## src/rtl/mdu_seq_pkg.sv

```systemverilog
// Shared definitions for the multiply/divide unit: op and state encodings
// plus small decode helpers also used by the EX-stage decoder and hazard unit.
package mdu_defs;

  typedef enum logic [2:0] {
    MDU_MULT  = 3'd0,
    MDU_MULTU = 3'd1,
    MDU_DIV   = 3'd2,
    MDU_DIVU  = 3'd3,
    MDU_MTHI  = 3'd4,
    MDU_MTLO  = 3'd5
  } mdu_op_e;

  typedef enum logic {
    IDLE = 1'b0,
    RUN  = 1'b1
  } mdu_state_e;

  // Encodings 0..3 are the multi-cycle arithmetic ops; bit 1 selects divide,
  // bit 0 selects unsigned.
  function automatic logic is_arith(input logic [2:0] op);
    return !op[2];
  endfunction

  function automatic logic is_div(input logic [2:0] op);
    return !op[2] && op[1];
  endfunction

  function automatic logic is_signed_op(input logic [2:0] op);
    return !op[0];
  endfunction

  function automatic int ceil_div(input int n, input int d);
    return (n + d - 1) / d;
  endfunction

endpackage

```

## src/rtl/mdu_divider.sv

```systemverilog
// Iterative restoring divider (signed/unsigned) that retires several quotient
// bits per cycle so the whole division fits inside CYCLES clock edges.
module mdu_divider
  import mdu_defs::*;
#(
  parameter int WIDTH  = 32,
  parameter int CYCLES = 10
) (
  input  logic             clk,
  input  logic             rst_n,
  input  logic             start,
  input  logic             is_signed,
  input  logic [WIDTH-1:0] dividend,
  input  logic [WIDTH-1:0] divisor,
  output logic             done,
  output logic [WIDTH-1:0] quotient,
  output logic [WIDTH-1:0] remainder
);

  localparam int BPC   = ceil_div(WIDTH, CYCLES);
  localparam int STEPS = ceil_div(WIDTH, BPC);
  localparam int SW    = $clog2(STEPS + 1);

  logic [SW-1:0]    steps_left;
  logic [WIDTH-1:0] quo_q, rem_q, dvs_q, dividend_q;
  logic             neg_quo, neg_rem, div_zero;
  logic [WIDTH-1:0] mag_a, mag_b;
  logic [WIDTH-1:0] quo_n, rem_n;
  logic [WIDTH:0]   partial, diff;
  int               base;

  assign mag_a = (is_signed && dividend[WIDTH-1]) ? -dividend : dividend;
  assign mag_b = (is_signed && divisor[WIDTH-1])  ? -divisor  : divisor;

  // The outputs reflect the state after the step taken at the coming edge,
  // so the parent can capture the final result on the last busy edge.
  always_comb begin
    // NOTE: every variable gets a default before any branch, so no latch is inferred.
    quo_n   = quo_q;
    rem_n   = rem_q;
    partial = '0;
    diff    = '0;
    base    = (STEPS - int'(steps_left)) * BPC;
    if (steps_left != '0) begin
      for (int i = 0; i < BPC; i++) begin
        if (base + i < WIDTH) begin
          partial = {rem_n, quo_n[WIDTH-1]};
          diff    = partial - {1'b0, dvs_q};
          if (partial >= {1'b0, dvs_q}) begin
            rem_n = diff[WIDTH-1:0];
            quo_n = {quo_n[WIDTH-2:0], 1'b1};
          end else begin
            rem_n = partial[WIDTH-1:0];
            quo_n = {quo_n[WIDTH-2:0], 1'b0};
          end
        end
      end
    end
  end

  assign done      = (steps_left <= SW'(1));
  assign quotient  = div_zero ? '1 : (neg_quo ? -quo_n : quo_n);
  assign remainder = div_zero ? dividend_q : (neg_rem ? -rem_n : rem_n);

  always_ff @(posedge clk or negedge rst_n) begin
    // NOTE: sequential state uses non-blocking assignments only.
    if (!rst_n) begin
      steps_left <= '0;
      quo_q      <= '0;
      rem_q      <= '0;
      dvs_q      <= '0;
      dividend_q <= '0;
      neg_quo    <= 1'b0;
      neg_rem    <= 1'b0;
      div_zero   <= 1'b0;
    end else if (start) begin
      steps_left <= SW'(STEPS);
      quo_q      <= mag_a;
      rem_q      <= '0;
      dvs_q      <= mag_b;
      dividend_q <= dividend;
      neg_quo    <= is_signed && (dividend[WIDTH-1] ^ divisor[WIDTH-1]);
      neg_rem    <= is_signed && dividend[WIDTH-1];
      div_zero   <= (divisor == '0);
    end else if (steps_left != '0) begin
      steps_left <= steps_left - SW'(1);
      quo_q      <= quo_n;
      rem_q      <= rem_n;
    end
  end

endmodule

```

## src/rtl/mdu_seq.sv

```systemverilog
// Multi-cycle multiply/divide unit with HI/LO registers, MTHI/MTLO writes,
// a fixed-latency busy handshake and cancellation on exception flush.
module mdu_seq
  import mdu_defs::*;
#(
  parameter int WIDTH       = 32,
  parameter int MULT_CYCLES = 5,
  parameter int DIV_CYCLES  = 10
) (
  input  logic             clk,
  input  logic             reset_n,
  input  logic             start,
  input  logic [2:0]       op,
  input  logic [WIDTH-1:0] A,
  input  logic [WIDTH-1:0] B,
  input  logic             cancel,
  output logic             busy,
  output logic [WIDTH-1:0] hi,
  output logic [WIDTH-1:0] lo
);

  localparam int MAX_CYCLES = (MULT_CYCLES > DIV_CYCLES) ? MULT_CYCLES : DIV_CYCLES;
  localparam int CW         = $clog2(MAX_CYCLES + 1);

  mdu_state_e         state, state_next;
  logic [CW-1:0]      count, count_next;
  logic [2:0]         op_q;
  logic [WIDTH-1:0]   a_q, b_q;
  logic [2*WIDTH-1:0] a_ext, b_ext, product;
  logic [WIDTH-1:0]   div_quo, div_rem;
  logic               div_done;
  logic               idle_start, issue, mt_write, finish;

  assign idle_start = (state == IDLE) && start && !cancel;
  assign issue      = idle_start && is_arith(op);
  assign mt_write   = idle_start && ((op == MDU_MTHI) || (op == MDU_MTLO));
  assign finish     = (state == RUN) && !cancel && (count == CW'(1)) &&
                      (!is_div(op_q) || div_done);
  assign busy       = (state == RUN);

  // Sign- or zero-extend to 2*WIDTH so one multiplier serves MULT and MULTU.
  always_comb begin
    a_ext   = is_signed_op(op_q) ? {{WIDTH{a_q[WIDTH-1]}}, a_q} : {{WIDTH{1'b0}}, a_q};
    b_ext   = is_signed_op(op_q) ? {{WIDTH{b_q[WIDTH-1]}}, b_q} : {{WIDTH{1'b0}}, b_q};
    product = a_ext * b_ext;
  end

  mdu_divider #(
    .WIDTH  (WIDTH),
    .CYCLES (DIV_CYCLES)
  ) u_divider (
    .clk       (clk),
    .rst_n     (reset_n),
    .start     (issue && is_div(op)),
    .is_signed (is_signed_op(op)),
    .dividend  (A),
    .divisor   (B),
    .done      (div_done),
    .quotient  (div_quo),
    .remainder (div_rem)
  );

  always_comb begin
    state_next = state;
    count_next = count;
    case (state)
      IDLE: begin
        if (issue) begin
          state_next = RUN;
          count_next = is_div(op) ? CW'(DIV_CYCLES) : CW'(MULT_CYCLES);
        end
      end
      RUN: begin
        // cancel wins over completion on the same edge
        if (cancel || finish) begin
          state_next = IDLE;
          count_next = '0;
        end else begin
          count_next = count - CW'(1);
        end
      end
      default: state_next = IDLE;
    endcase
  end

  always_ff @(posedge clk or negedge reset_n) begin
    if (!reset_n) begin
      state <= IDLE;
      count <= '0;
    end else begin
      state <= state_next;
      count <= count_next;
    end
  end

  always_ff @(posedge clk or negedge reset_n) begin
    if (!reset_n) begin
      op_q <= '0;
      a_q  <= '0;
      b_q  <= '0;
    end else if (issue) begin
      op_q <= op;
      a_q  <= A;
      b_q  <= B;
    end
  end

  always_ff @(posedge clk or negedge reset_n) begin
    if (!reset_n) begin
      hi <= '0;
      lo <= '0;
    end else if (finish) begin
      if (is_div(op_q)) begin
        hi <= div_rem;
        lo <= div_quo;
      end else begin
        {hi, lo} <= product;
      end
    end else if (mt_write) begin
      if (op == MDU_MTHI) hi <= A;
      else                lo <= A;
    end
  end

endmodule

```

## config.mk

```make
export PLATFORM = sky130hd
export DESIGN_NAME = mdu_seq
export DESIGN_NICKNAME = d
export VERILOG_FILES = /design/src/rtl/mdu_seq_pkg.sv /design/src/rtl/mdu_divider.sv /design/src/rtl/mdu_seq.sv
export SDC_FILE = /design/constraint.sdc
export NUM_CORES = 2
export LEC_CHECK = 0
export ABC_AREA = 1
export ABC_CLOCK_PERIOD_IN_PS = 10400
export CELL_PAD_IN_SITES_DETAIL_PLACEMENT = 0
export CELL_PAD_IN_SITES_GLOBAL_PLACEMENT = 2
export CORE_MARGIN = 8
export CORE_UTILIZATION = 36
export CTS_CLUSTER_SIZE = 20
export DETAILED_ROUTE_END_ITERATION = 10
export GPL_TIMING_DRIVEN = 1
export PLACE_DENSITY = 0.82
export SYNTH_ARGS = -nofsm -noshare
export SYNTH_HDL_FRONTEND = slang
export SYNTH_SLANG_ARGS = --single-unit
```

## constraint.sdc

```tcl
create_clock -name clk -period 10.4 [get_ports clk]
set_input_delay 1.04 -clock clk [delete_from_list [all_inputs] [get_ports clk]]
set_output_delay 1.04 -clock clk [all_outputs]
set_load 0.01 [all_outputs]
```

==> flow_summary_export.csv <==
group,metric,value,unit
placed_design,port_buffers,135,
detailed_routing,drt_first_pass_iters,6,
global_route,grt_pass1_vias,70713,
worst_setup_path,crit_required,10890,ps
synth,synthDistinctLibCells,71,
synth,yosysWarnings,0,
floorplanning,dieArea,215400,sq um
placed_design,dp_hpwl,283.4,mm
floorplanning,num_io_pins,136,
timing,fmax,0.09375,GHz
worst_setup_path,crit_fanout,6,
final_layout,syn2layout_area_growth,26.81,%
global_route,antenna_found_initial,22,
synth,synthesis.area,72280,sq um
synth,synthCells,9409,
detailed_routing,drc,0,
timing,finalCritPeriodShare,102.6,%
timing,finClkSkew,86.51,ps
detailed_routing,vias,66931,
global_route,grt-ovfl-total,0,
placed_design,post-place-cells,12926,
synth,ys_seq_area_share,9.382,%
synth,syn_avg_cell_area,7.682,sq um
detailed_routing,drt-total-wl,339.3,mm
synth,synthTopCellsByArea,"fa_1 40%, inv_1 12%, nand2_1 12%",
final_layout,nets,12469,
worst_setup_path,path_common_cell,"nand2_1",
clock_network,cts_tree,"yes",
clock_network,clk_path_buf_depth,3,
timing,worst_pin_slew,1277,ps
worst_setup_path,crit_arrival,11160,ps
timing,min_period,10670,ps
floorplanning,start_util,36.20,%
clock_network,insertion_delay,690,ps
synth,synth-seq-cells,271,
global_route,track_usage,31.06,%
status,outcome,"finished, violations left",
floorplanning,core.rowCount,164,
floorplanning,die_h,464.1,um
floorplanning,core_region_area,199700,sq um
clock_network,cts_root_buf,"clkbuf_16",
floorplanning,die_x,464.1,um
synth,yosysTopAreaCell,"fa_1",
worst_hold_path,hold_path.class,"input pin to asynchronous set/reset pin",
final_layout,instances_no_fill,13221,
worst_setup_path,path_class,"register to register",
detailed_routing,wl_per_cell,25.66,um
synth,syn_nets,11355,
timing,setup_viol,38,
detailed_routing,drt_iter0_markers,5099,
timing,drv_slew,0,
synth,synth_top_area_share,40.02,%
timing,layout_setup_ws,-266.6,ps
status,violations,"negative setup slack",
clock_network,htree_levels,2,
synth,ys_top_cells_by_count,"2403 x inv_1, 2321 x nand2_1, 1445 x fa_1",
global_route,grt_max_degree,114,
clock_network,clk_pin_slew,70,ps
final_layout,drive_above_1_share,20.60,%
clock_network,cts_made_buffers,42,
synth,synth.most_common_cell,"inv_1",
clock_network,cts-hold-fix-buffers,0,
worst_setup_path,cp_slowest_cell,"o211ai_1",
placed_design,gp_congestion,0.9899,
worst_setup_path,cp-start-kind,"register",
synth,synthArstFlopShare,100.0,%
flow_run,drv_cap,0,
detailed_routing,avgViaCountPerCell,5.062,
synth,synth_edf_count,0,
timing,rsz0062_at_grt,"yes",
synth,synthFlopType,"dfrtp_1",
global_route,grt_first_pass_wirelength,494.2,mm
clock_network,cts.sinks,271,
timing,hold_viol_final,0,
worst_setup_path,max_stage_delay,480,ps
timing,slew_headroom,14.79,%
worst_setup_path,cp-end-kind,"register",
detailed_routing,ant_nets,0,
cell families after synthesis:
kind of cell | synth area share [%]
AO/OA/AOI/OAI | 7.928
XOR/XNOR | 2.496
adder cells (fa/ha/maj) | 47.46
buffers and inverters | 14.73
flip-flops | 9.382
multiplexers | 0.02770
AND/OR/NAND/NOR | 17.97
metal layers:
metal  track usage (%)  vias up  share of wire [%]
met5                 0        -              0.024
met4             9.286       12                3.9
met3             5.683      464                7.2
met2             48.08     2339                 44
met1             44.34    34187                 45
li1                  -    29929                  -
critical path, delay by kind of cell, from the launching register on:
family,cells,cell delay [ps]
AOI/OAI and AO/OA,16,2560
xor gates and xnor gates,1,130
adders and majority gates,4,1170
buffers and inverters,19,2510
DFF,1,340
and+or+nand+nor,38,3730
state kept, by name (all words and copies together), names as in the netlist, 3 cells and up:
name / flops
b_q: 32
u_divider.dvs_q: 32
lo: 32
hi: 32
u_divider.rem_q: 32
op_q: 3
count: 4
u_divider.dividend_q: 32
a_q: 32
u_divider.steps_left: 4
u_divider.quo_q: 32
what timing repair did:
item                                    CTS  global route
endpoints found under the setup margin   97            91
cloned                                    4             3
resized for setup                       567           384
setup buffers                           141            75
pin swaps                               196           201
per-stage QoR:
step,TNS (ps),utilization (%),area (sq um),setup WS (ps),hold slack [ps]
after floorplan,0,-,72290,49.44,436.8
after global placement,-151380,42.32,84500,-2224,468.4
after detailed placement,-140600,42.32,84500,-2080,473.5
after CTS,-2398,44.83,89510,-255.8,487.5
after global routing,-25070,45.90,91640,-691.9,498.1
final,-4671,45.91,91660,-266.6,406.0
path summary, 6_finish.rpt:
check / slack, ps / cells past startpoint / start / end
worst max-delay path: -270 / 78 / u_divider.dvs_q[17] / hi[10]
worst min-delay path: 410 / 1 / reset_n / u_divider.quo_q[13]
worst max register to register: -270 / 78 / u_divider.dvs_q[17] / hi[10]
worst min register to register: 500 / 2 / u_divider.dvs_q[25] / u_divider.dvs_q[25]
max in group asynchronous: 8110 / 2 / reset_n / b_q[18]
min in group clk: 500 / 2 / u_divider.dvs_q[25] / u_divider.dvs_q[25]
area by class of cell:
type,instances,area [sq um]
inverters,2416,9110
flip-flops and latches,271,6792
multi-input cells,6320,58520
clock buffers,57,1217
repair inverters,2,22.52
diodes,8,20.02
well taps,2656,3323
fillers,20206,108000
repair buffers,1470,12330
clock inverters,21,324.1
cell usage in the layout, fill, tap and decap left out, types with 11 or more instances in the layout:
cell type           n
buf_6              57
nor2_4             45
xnor2_1            80
o21a_1             17
nand4_1            32
a21oi_4            23
o221ai_1           15
nor3_1             44
nor2_1            399
clkbuf_16          42
or2_2              45
o211ai_1           50
nand2_1          2160
a21oi_2            85
nand3b_1           11
buf_12             52
fa_1             1441
nand3_4            13
xor2_1            112
nand3_2            39
ha_4               66
a31oi_1            27
dfrtp_1           263
o22ai_1            24
clkbuf_8           11
a21o_1             13
o21ai_2            40
nor2_2             43
clkdlybuf4s50_1   134
inv_1            2345
inv_2              61
nand3_1           170
nand2_4            43
buf_4            1220
a21oi_1           257
nand2_2           140
o21ai_1            56
ha_1              361
o21ai_4            15
o21ai_0           277
Power is left out: the tool's default activity adds up to more than one toggle a clock period on the data nets, which glitch-free logic cannot reach.
